### src/rtl/console_bus_arbiter.sv
// rtl/console_bus_arbiter.sv - shares the console bus between the 6809E CPU and NUM_REQ requesters
// Round-robin grant with a per-grant hold limit; BA/BS are only trusted on E falling edges.
module console_bus_arbiter #(
  parameter int NUM_REQ  = 2,
  parameter int MAX_HOLD = 16
) (
  input  logic               clk,
  input  logic               n_rst,
  input  logic               e,
  input  logic               bus_available,
  input  logic               bus_status,
  input  logic [NUM_REQ-1:0] req,
  output logic               n_breq,
  output logic [NUM_REQ-1:0] grant,
  output logic [2:0]         owner,
  output logic               busy,
  output logic               lost_bus
);

  localparam int HW = $clog2(MAX_HOLD);
  localparam logic [HW-1:0] HOLD_LAST = HW'(MAX_HOLD - 1);

  typedef enum logic [2:0] {IDLE, REQ_BUS, GRANT, RELEASE, CPU_RET} state_t;

  state_t        state;
  logic          e_q;
  logic          gnt_seen;
  logic          regrant_used;
  logic [2:0]    rr_ptr;
  logic [HW-1:0] hold_cnt;

  logic               e_fall;
  logic               bus_gnt;
  logic               gnt_now;
  logic [7:0]         req8;
  logic [NUM_REQ-1:0] own_mask;
  logic [NUM_REQ-1:0] cand;
  logic [7:0]         cand8;
  logic               pick_any;
  logic [2:0]         pick_idx;
  logic [3:0]         slot;
  logic [2:0]         next_ptr;

  assign e_fall   = e_q & ~e;
  assign bus_gnt  = bus_available & bus_status;
  // A fresh sample this cycle overrides the stored one so a grant never outruns BA/BS.
  assign gnt_now  = e_fall ? bus_gnt : gnt_seen;
  assign req8     = 8'(req);
  assign own_mask = NUM_REQ'(1) << owner;
  assign next_ptr = (owner == 3'(NUM_REQ - 1)) ? 3'd0 : owner + 3'd1;

  // On a back-to-back handover the outgoing owner is not a candidate.
  always_comb begin
    cand = req;
    if (state == RELEASE) cand = req & ~own_mask;
  end

  // Scan downward so the candidate closest to rr_ptr is the last one written.
  always_comb begin
    cand8    = 8'(cand);
    pick_any = 1'b0;
    pick_idx = 3'd0;
    slot     = 4'd0;
    for (int i = NUM_REQ - 1; i >= 0; i--) begin
      slot = {1'b0, rr_ptr} + 4'(i);
      if (slot >= 4'(NUM_REQ)) slot = slot - 4'(NUM_REQ);
      if (cand8[slot[2:0]]) begin
        pick_any = 1'b1;
        pick_idx = slot[2:0];
      end
    end
  end

  always_ff @(posedge clk) begin
    if (!n_rst) begin
      state        <= IDLE;
      e_q          <= 1'b1;
      gnt_seen     <= 1'b0;
      regrant_used <= 1'b0;
      rr_ptr       <= 3'd0;
      hold_cnt     <= '0;
      n_breq       <= 1'b1;
      grant        <= '0;
      owner        <= 3'd0;
      busy         <= 1'b0;
      lost_bus     <= 1'b0;
    end else begin
      e_q      <= e;
      lost_bus <= 1'b0;
      if (e_fall) gnt_seen <= bus_gnt;
      case (state)
        IDLE: begin
          if (|req) begin
            state        <= REQ_BUS;
            n_breq       <= 1'b0;
            busy         <= 1'b1;
            regrant_used <= 1'b0;
          end
        end
        REQ_BUS: begin
          if (~|req) begin
            state  <= CPU_RET;
            n_breq <= 1'b1;
          end else if (e_fall && bus_gnt && pick_any) begin
            state    <= GRANT;
            grant    <= NUM_REQ'(1) << pick_idx;
            owner    <= pick_idx;
            hold_cnt <= '0;
          end
        end
        GRANT: begin
          if (e_fall && !bus_gnt) begin
            state    <= CPU_RET;
            grant    <= '0;
            lost_bus <= 1'b1;
            n_breq   <= 1'b1;
            rr_ptr   <= next_ptr;
          end else if (!req8[owner] || hold_cnt == HOLD_LAST) begin
            state  <= RELEASE;
            grant  <= '0;
            rr_ptr <= next_ptr;
          end else begin
            // Reaching HOLD_LAST always exits above, so this increment saturates.
            hold_cnt <= hold_cnt + 1'b1;
          end
        end
        RELEASE: begin
          if (pick_any && gnt_now && !regrant_used) begin
            state        <= GRANT;
            grant        <= NUM_REQ'(1) << pick_idx;
            owner        <= pick_idx;
            hold_cnt     <= '0;
            regrant_used <= 1'b1;
          end else begin
            state  <= CPU_RET;
            n_breq <= 1'b1;
          end
        end
        CPU_RET: begin
          if (e_fall && !bus_available) begin
            state <= IDLE;
            busy  <= 1'b0;
          end
        end
        default: state <= IDLE;
      endcase
    end
  end

endmodule
### config.mk
export PLATFORM = sky130hd
export DESIGN_NAME = console_bus_arbiter
export DESIGN_NICKNAME = d
export VERILOG_FILES = /design/src/rtl/console_bus_arbiter.sv
export SDC_FILE = /design/constraint.sdc
export NUM_CORES = 1
export LEC_CHECK = 0
export CORE_MARGIN = 4
export CORE_UTILIZATION = 59
export CTS_CLUSTER_SIZE = 20
export DETAILED_ROUTE_END_ITERATION = 8
export GPL_TIMING_DRIVEN = 1
export PLACE_DENSITY = 0.84
export SYNTH_ARGS = -nofsm -noshare
export SYNTH_HDL_FRONTEND = slang
export SYNTH_SLANG_ARGS = --single-unit
### constraint.sdc
create_clock -name clk -period 6.1 [get_ports clk]
set_input_delay 0.61 -clock clk [delete_from_list [all_inputs] [get_ports clk]]
set_output_delay 0.61 -clock clk [all_outputs]
set_load 0.02 [all_outputs]
==> flow_metrics.py <==
metrics = {
    "logic_synthesis": {
        "syn_avg_cell_area_um2": 8.61,
        "synthDominantCellAreaShare_pct": 33.0,
        "netlist_top_cells_count": "sky130_fd_sc_hd__dfxtp_1 (21), sky130_fd_sc_hd__nor2_1 (14), sky130_fd_sc_hd__a21oi_1 (10), sky130_fd_sc_hd__nand2_1 (9), sky130_fd_sc_hd__o21ai_0 (9)",
        "synth_edf_count": 0,
        "post_synth_inst_count": 148,
        "synth_area_leader_cell": "sky130_fd_sc_hd__dfxtp_1",
        "postSynth.asyncResetShare_pct": 0,
        "share_of_the_yosys_chip_area_belonging_to_registers_pct": 33.0,
        "yosys_register_bits": 21,
        "synth.top_cells.by_area": "sky130_fd_sc_hd__dfxtp_1 (33%), sky130_fd_sc_hd__ha_1 (5.9%), sky130_fd_sc_hd__nor2_1 (4.1%)",
        "synthMostInstantiatedCell": "sky130_fd_sc_hd__dfxtp_1",
        "ys.flop_type": "sky130_fd_sc_hd__dfxtp_1",
        "yosysWarnings": 0,
        "post_synth_instance_area_um2": 1270,
        "syn-num-nets": 161,
        "synth.distinct_cells": 46,
    },
    "run": {
        "drv_cap": 0,
    },
    "drt": {
        "vias": 1166,
        "drt-total-wl_um": 2960,
        "first_iteration_detailed_routing_drc_count": 40,
        "route.detailed.wl_per_inst_um": 16.0,
        "drt-vias-per-instance": 6.30,
        "dr.pass1.iters": 4,
        "drt.antenna.violating_nets": 0,
        "drt_drc_violations_left": 0,
    },
    "floorplanning": {
        "core-area_um2": 2000,
        "io_pins": 15,
        "floorplan.die_area_um2": 2970,
        "die-width_um": 54.5,
        "die_height_um": 54.5,
        "fp-row-count": 16,
        "start_util_pct": 63.6,
    },
    "sta": {
        "report.final.setup_viol": 0,
        "max_clock_freq_ghz": 0.357,
        "timing_max_transition_violations_final": 0,
        "final_period_utilization_pct": 46.0,
        "worst_slack_ns": 3.30,
        "finalSetupTns_ns": 0,
        "timing_hold_violations_final": 0,
        "period_minus_slack_ns": 2.80,
        "clock-skew-final_ns": 0.00542,
        "max-slew-margin-rel_pct": 49.5,
        "transition_at_the_pin_with_the_smallest_max_transition_slack_ns": 0.749,
        "setup_repair_after_global_routing_missed_its_margin": "no",
    },
    "power": {
        "p_total_w": 0.000337,
        "internal_power_w": 0.000216,
        "sequentialPowerShare_pct": 49.3,
        "clock_network_fraction_of_design_power_pct": 19.9,
        "power_per_cell_area_nw_per_um2": 235,
        "comb_power_share_pct": 30.7,
        "worst_ir_drop_vdd_mv": 0.163,
        "cellLeakagePower_nw": 0.516,
        "sw_frac_of_total_pct": 36.0,
        "power.switching_w": 0.000121,
    },
    "worst_hold_path": {
        "min-delay-path-class": "flip-flop to flip-flop",
        "worst_hold_path.num_cells": 2,
    },
    "critical_path": {
        "timing.critical_path.arrival_ns": 3.01,
        "setup.worst_path.start_class": "flip-flop",
        "critical_path_class": "flip-flop to flip-flop",
        "reg2reg_depth": 8,
        "worstSetupEndpointType": "flip-flop",
        "cp_slowest_stage_delay_ns": 0.54,
        "cp.required_ns": 6.31,
        "worst-path-max-fanout": 8,
        "cp_cell_sequence": "inv_1 > ha_1 > nor4b_1 > a31oi_1 > o311ai_4 > nor2_2 > or4_4 > a31o_1",
        "cpMaxStageDelayCell": "sky130_fd_sc_hd__dfxtp_1",
    },
    "placed_design": {
        "gp_congestion": 0.791,
        "hpwlAfterDp_um": 2290,
        "detailed_place.area_um2": 1410,
        "port_buffers": 14,
        "post-place-ws_ns": 3.02,
    },
    "finish": {
        "fillCellCount": 159,
        "ff_latch_area_um2": 420,
        "postLayoutCellArea_um2": 1440,
        "combined_area_of_the_multi_input_logic_cells_um2": 785,
        "final_net_count": 172,
        "area_growth_syn_to_layout_pct": 12.7,
        "antenna_cells": 0,
        "final_layout_size_suffix_gt1_share_pct": 8.23,
    },
    "grt": {
        "vias_in_the_first_global_route": 1114,
        "grt_max_degree": 14,
        "grt_first_pass_wirelength_um": 4970,
        "global_route.usage.total_pct": 23.1,
        "initial_antenna_violation_count": 0,
        "grt_overflow": 0,
    },
    "cts": {
        "cts.sink_count": 21,
        "tritoncts": "built",
        "htreeDepth": 1,
        "cts.repair.resized": 0,
        "clk-insertion-delay-late_ns": 0.31,
        "cts_made_buffers": 3,
        "cts.reportedPaths.clkPinSlew_ns": 0.11,
        "cts_hold_repair.buffers": 0,
        "clk_path_buf_depth": 2,
        "post_cts.repair.setup_buffers": 0,
        "clock-root-buffer": "sky130_fd_sc_hd__clkbuf_4",
    },
    "outcome": {
        "run_status": "completed",
    },
}
final cells by class:
cell class                      instances  area share, %
Timing Repair Buffer                   14           9.76
Inverter                                8           2.09
Multi-Input combinational cell        111           54.7
Tap cell                               27           2.35
Clock buffer                            4           1.83
Sequential cell                        21           29.3
flip-flops by register name (all words and copies together) (netlist names):
signal and cells:
lost_bus 1, e_q 1, owner 3, rr_ptr 3, busy 1, regrant_used 1
n_breq 1, grant 2, gnt_seen 1, state 3, hold_cnt 4
power groups by stage:
stage | Clock [W] | Combinational, W | Sequential, W
finish | 0.0000671 | 0.000104 | 0.000166
global route | 0.0000743 | 0.000114 | 0.000169
CTS | 0.0000678 | 0.000103 | 0.000166
detailed placement | 0 | 0.000103 | 0.000169
global placement | 0 | 0.0000975 | 0.000168
floorplan | 0 | 0.0000795 | 0.000163
worst max-delay path, delay by kind of cell (launching register included):
| family | cells | cell delay (ns) |
|---|---|---|
| buf+inv | 1 | 0.13 |
| flops | 1 | 0.54 |
| simple gates | 3 | 0.92 |
| compound gates | 3 | 0.87 |
| fa+ha+maj | 1 | 0.24 |
kinds of logic after synthesis:
| group | synth area share, % |
|---|---|
| fa+ha+maj | 5.89 |
| mux | 2.95 |
| simple gates | 19.7 |
| compound gates | 31.6 |
| buf+inv | 5.40 |
| flops | 33.0 |
| xor+xnor | 1.38 |
layer usage:
layer  vias up  track usage, %  wire, um
met5         -               0         0
met4         0            7.47        27
met3         2            2.72       101
met2        31            42.4      1500
met1       561            27.6      1330
li1        572               -         -
worst paths after layout:
kind | startpoint | slack, ns | endpoint
max | rr_ptr[0] | 3.30 | grant[0]
min | busy | 0.50 | busy
min reg2reg | busy | 0.50 | busy
max reg2reg | rr_ptr[0] | 3.30 | grant[0]
per-stage QoR:
step	hold slack (ns)	util, %	instances
6_report	0.498	71.7	185
5_1_grt	0.529	71.7	185
4_1_cts	0.498	71.7	185
3_5_place_dp	0.475	70.4	181
3_3_place_gp	0.458	70.4	181
2_1_floorplan	0.433	-	148
cells in the final DEF (no fill, tap or decap), types with 2 or more instances in the layout:
cell / n
sky130_fd_sc_hd__mux2_2: 2
sky130_fd_sc_hd__a31o_1: 3
sky130_fd_sc_hd__or3_1: 2
sky130_fd_sc_hd__nand2b_1: 5
sky130_fd_sc_hd__o21ai_0: 9
sky130_fd_sc_hd__a31oi_1: 4
sky130_fd_sc_hd__inv_1: 8
sky130_fd_sc_hd__clkbuf_4: 3
sky130_fd_sc_hd__o311a_1: 2
sky130_fd_sc_hd__a211oi_1: 3
sky130_fd_sc_hd__a21oi_1: 10
sky130_fd_sc_hd__and3_1: 3
sky130_fd_sc_hd__dfxtp_1: 21
sky130_fd_sc_hd__nor3_1: 4
sky130_fd_sc_hd__o41ai_1: 4
sky130_fd_sc_hd__clkdlybuf4s50_1: 14
sky130_fd_sc_hd__o31ai_1: 2
sky130_fd_sc_hd__ha_1: 6
sky130_fd_sc_hd__a21o_1: 5
sky130_fd_sc_hd__nor2_1: 14
sky130_fd_sc_hd__nand2_1: 9
sky130_fd_sc_hd__xor2_1: 2
No activity file was read; power rests on OpenSTA's default activity.
